--- config.mk ---
export PLATFORM = sky130hd
export DESIGN_NAME = bk_sum_stage
export DESIGN_NICKNAME = d
export VERILOG_FILES = /design/src/rtl/bk_sum_stage.sv
export SDC_FILE = /design/constraint.sdc
export NUM_CORES = 1
export LEC_CHECK = 0
export BUFFER_PORTS_ARGS = -buffer_cell sky130_fd_sc_hd__buf_2
export CAP_MARGIN = 20
export CORE_MARGIN = 5
export CORE_UTILIZATION = 56
export CTS_CLUSTER_SIZE = 12
export DETAILED_ROUTE_END_ITERATION = 8
export HOLD_SLACK_MARGIN = 0.15
export PLACE_DENSITY = 0.84
export SYNTH_ARGS = -nofsm -noshare
export SYNTH_HDL_FRONTEND = slang
export SYNTH_SLANG_ARGS = --single-unit
--- constraint.sdc ---
create_clock -name clk -period 2.9 [get_ports clk]
set_clock_uncertainty 0.1 [all_clocks]
set_input_delay 0.29 -clock clk [delete_from_list [all_inputs] [get_ports clk]]
set_output_delay 0.29 -clock clk [all_outputs]
set_load 0.01 [all_outputs]
--- src/rtl/bk_sum_stage.sv ---
// Registered sum stage of the Brent-Kung adder: forms sum/cout/zero from the PG network
// and buffers results in a 2-entry skid buffer with valid/ready on both sides.
module bk_sum_stage #(
  parameter int WIDTH = 8,
  parameter int TAG_W = 4,
  parameter int CNT_W = 16
) (
  input  logic             clk,
  input  logic             rst_n,
  input  logic             in_valid,
  output logic             in_ready,
  input  logic [WIDTH:0]   p_bit,
  input  logic [WIDTH:0]   g_grp,
  input  logic [TAG_W-1:0] in_tag,
  output logic             out_valid,
  input  logic             out_ready,
  output logic [WIDTH-1:0] sum,
  output logic             cout,
  output logic             zero,
  output logic [TAG_W-1:0] out_tag,
  output logic [CNT_W-1:0] op_cnt
);

  typedef enum logic [1:0] {
    EMPTY = 2'd0,
    ONE   = 2'd1,
    FULL  = 2'd2
  } occ_t;

  occ_t             occ, occ_nxt;
  logic             wr_ptr, rd_ptr;
  logic             in_ready_q;
  logic [CNT_W-1:0] op_cnt_q;

  logic [WIDTH-1:0] mem_sum  [2];
  logic             mem_cout [2];
  logic             mem_zero [2];
  logic [TAG_W-1:0] mem_tag  [2];

  logic             push, pop;
  logic [WIDTH-1:0] new_sum;
  logic             new_zero;
  logic             unused_p0;

  // p_bit[0] has no sum bit above the carry-in, so it never reaches an output.
  assign unused_p0 = p_bit[0];

  assign new_sum  = p_bit[WIDTH:1] ^ g_grp[WIDTH-1:0];
  assign new_zero = (new_sum == '0);

  assign push = in_valid & in_ready_q;
  assign pop  = (occ != EMPTY) & out_ready;

  // NOTE: every path assigns occ_nxt first, so no latch is inferred in this always_comb.
  always_comb begin
    occ_nxt = occ;
    case (occ)
      EMPTY: if (push) occ_nxt = ONE;
      ONE: begin
        if (push && !pop)      occ_nxt = FULL;
        else if (pop && !push) occ_nxt = EMPTY;
      end
      FULL:    if (pop) occ_nxt = ONE;
      default: occ_nxt = EMPTY;
    endcase
  end

  // NOTE: sequential state uses non-blocking assignments so all flops update from pre-edge values.
  always_ff @(posedge clk or negedge rst_n) begin
    if (!rst_n) begin
      occ        <= EMPTY;
      wr_ptr     <= 1'b0;
      rd_ptr     <= 1'b0;
      in_ready_q <= 1'b1;
      op_cnt_q   <= '0;
    end else begin
      occ        <= occ_nxt;
      in_ready_q <= (occ_nxt != FULL);
      if (push) wr_ptr <= ~wr_ptr;
      if (pop) begin
        rd_ptr   <= ~rd_ptr;
        op_cnt_q <= op_cnt_q + CNT_W'(1);
      end
    end
  end

  // NOTE: the two entries are reset because the outputs show the head entry even when empty.
  always_ff @(posedge clk or negedge rst_n) begin
    if (!rst_n) begin
      for (int i = 0; i < 2; i++) begin
        mem_sum[i]  <= '0;
        mem_cout[i] <= 1'b0;
        mem_zero[i] <= 1'b0;
        mem_tag[i]  <= '0;
      end
    end else if (push) begin
      mem_sum[wr_ptr]  <= new_sum;
      mem_cout[wr_ptr] <= g_grp[WIDTH];
      mem_zero[wr_ptr] <= new_zero;
      mem_tag[wr_ptr]  <= in_tag;
    end
  end

  assign in_ready  = in_ready_q;
  assign out_valid = (occ != EMPTY);
  assign sum       = mem_sum[rd_ptr];
  assign cout      = mem_cout[rd_ptr];
  assign zero      = mem_zero[rd_ptr];
  assign out_tag   = mem_tag[rd_ptr];
  assign op_cnt    = op_cnt_q;

endmodule

==> results.json <==
{
  "status": "complete, no violations",
  "p_comb_share_pct": 35.9,
  "switching_power_uw": 787,
  "seq_area_frac_synth_pct": 56.1,
  "syn_area_um2": 2190,
  "initial_core_util_pct": 58.9,
  "hpwl_um": 3000,
  "p_int_mw": 1.54,
  "sw_frac_of_total_pct": 33.9,
  "die_x_um": 72.5,
  "grt_pass1_vias": 1630,
  "worstPathMaxFanout": 15,
  "cpPeakStageDelay_ps": 790,
  "place_ws_ps": 1050,
  "clk_latency_ps": 290,
  "power.density_nw_per_um2": 875,
  "cts.sinks": 49,
  "leakage_nw": 1.30,
  "ys_ff_latch": 49,
  "final_common_cell": "buf_2",
  "slew_violations": 0,
  "period_share_pct": 70.5,
  "avgSynthCellArea_um2": 11.6,
  "path_buf_inv": 1,
  "hp-class": "in2reg",
  "numCtsBuffers": 5,
  "clkPwrFrac_pct": 16.1,
  "fin_setup_tns_ps": 0,
  "fp.dieArea_um2": 5260,
  "mostFrequentLayoutCells": "buf_2 (56), dfrtp_1 (48), nand2_1 (28)",
  "area_growth_pct": 21.4,
  "core-area_um2": 3720,
  "hold_viol_final": 0,
  "fmax_mhz": 489,
  "cts_max_path_buffers": 2,
  "vias": 1586,
  "final_cells": 302,
  "clkTransAtPathRegs_ps": 80,
  "cts_tree": "built",
  "syn_nets": 216,
  "tightest_slew_ps": 829,
  "synth_warnings": 0,
  "critical_path.endpoint_type": "primary output",
  "grt_max_degree": 50,
  "place_inst": 286,
  "die_h_um": 72.5,
  "htree_levels": 2,
  "power_frac_seq_pct": 48.1,
  "clockRootBuffer": "clkbuf_8",
  "antenna_found_initial": 0,
  "drtIter0Drc": 95,
  "grt-ovfl-total": 0,
  "path_delay_family": "flip-flops",
  "setup_slack_ps": 855,
  "synth_edf_count": 0,
  "maxCapViolations": 0,
  "arrival_ps": 1660,
  "io-pin-count": 58,
  "fin_crit_ps": 2050,
  "crit_type": "reg2out",
  "place.gp.congestion": 0.744,
  "crit_required_ps": 2510,
  "cp_slowest_cell": "dfrtp_1",
  "start_kind": "flop",
  "slew_headroom_pct": 44.6,
  "drtAntennaViolNets": 0,
  "drt-pass1-iter-count": 4,
  "path_cells": "mux2_2, buf_2",
  "vias_per_cell": 5.25,
  "drt-total-wl_um": 4160,
  "rows": 22,
  "netlist_instances": 189,
  "wl_per_cell_um": 13.8,
  "peakVddDrop_mv": 0.493,
  "ys.flop_type": "dfrtp_1",
  "n_antenna_cell": 0,
  "nets": 280,
  "setup_violations": 0,
  "synthArstFlopShare_pct": 100,
  "drive_gt1_share_pct": 37.8,
  "grtUsageTotal_pct": 17.2,
  "portBuffers": 56,
  "drcViolationCount": 0,
  "rsz0062_at_grt": "false",
  "grt_pass1_wl_um": 7090,
  "synthDistinctLibCells": 28,
  "post_cts_resized": 0
}
[layout make-up]
type | count | area [um^2]
multi-input combinational | 133 | 920
tap | 48 | 60.1
clock buffer | 8 | 80.1
timing repair buffer | 64 | 370
sequential | 49 | 1230
fill | 288 | 1060
[cell families (layout without fill, tap and decap cells)]
kind of cell	after synthesis	in the layout	synth area share (%)
multiplexers	25	25	13.0
AO/OA/AOI/OAI	22	22	5.31
AND/OR/NAND/NOR	61	61	13.5
flip-flops	49	49	56.1
adder cells (fa/ha/maj)	1	1	0.571
XOR/XNOR	24	24	9.60
buffers and inverters	7	72	1.94
[state kept, by name, indices dropped and copies added, names as in the netlist]
register,cells
mem_sum,16
op_cnt,16
mem_tag,8
mem_cout,2
mem_zero,2
occ,2
in_ready,1
rd_ptr,1
wr_ptr,1
[worst paths after layout]
| check | to | startpoint | slack, ps | cells past startpoint |
|---|---|---|---|---|
| max in group asynchronous | op_cnt[11]$_DFFE_PN0P_ | rst_n | 1800 | 3 |
| worst max-delay path | out_tag[2] | rd_ptr$_DFFE_PN0P_ | 850 | 2 |
| worst min register to register | mem_sum[10]$_DFFE_PN0P_ | mem_sum[10]$_DFFE_PN0P_ | 380 | 2 |
| worst min-delay path | mem_sum[10]$_DFFE_PN0P_ | p_bit[3] | 230 | 3 |
| worst max register to register | mem_tag[2]$_DFFE_PN0P_ | in_ready$_DFF_PN1_ | 1030 | 2 |
| min in group asynchronous | occ[1]$_DFF_PN0_ | rst_n | 390 | 2 |
[worst register-to-register path, stage by stage (launching register included)]
cell	delay, ps
dfstp_2	560
nand3_1	580
mux2_2	520
[metrics by stage]
step                      cell area (um^2)  power, mW  util, %  hold slack (ps)
after floorplan                       2190       1.67        -             -106
after global placement                2490       1.93     66.9              357
after detailed placement              2490       1.97     66.9              366
after CTS                             2640       2.35     71.0              231
after global routing                  2660       2.51     71.5              261
final                                 2660       2.32     71.5              232
[metal layers]
layer | part of all wire, % | wire, um | up-vias | global-route usage, %
met5 | 0 | 0 | - | 0
met4 | 1.8 | 73 | 0 | 7.38
met3 | 5.7 | 235 | 7 | 4.85
met2 | 50 | 2090 | 32 | 28.0
met1 | 42 | 1760 | 774 | 21.4
li1 | - | - | 773 | -
[cell usage after synthesis (all sizes together), types with 2 or more instances]
library cell  instances  area, um^2
dfrtp                48        1200
xor2                  6        52.6
or2                   5        31.3
nor2                  7        31.3
nor3                  2        10.0
xnor2                18         158
clkbuf                4        15.0
nand2                28         105
o21ai                19        98.9
mux2                 24         274
nand4                 5        31.3
buf                   3        27.5
nand3                 8        40.0
and3                  2        12.5
[power groups by stage]
| stage | Clock (mW) | Sequential (mW) | Combinational [mW] |
|---|---|---|---|
| detailed placement | 0 | 1.13 | 0.834 |
| global route | 0.418 | 1.16 | 0.932 |
| global placement | 0 | 1.12 | 0.811 |
| floorplan | 0 | 1.07 | 0.600 |
| CTS | 0.384 | 1.12 | 0.845 |
| finish | 0.373 | 1.12 | 0.834 |
[timing repair]
item / 4_1_cts / 5_1_grt
hold buffers: 7 / 0
hold endpoints to repair: 59 / 0
setup buffers: 0 / 0
No activity file was read; power rests on OpenSTA's default activity.
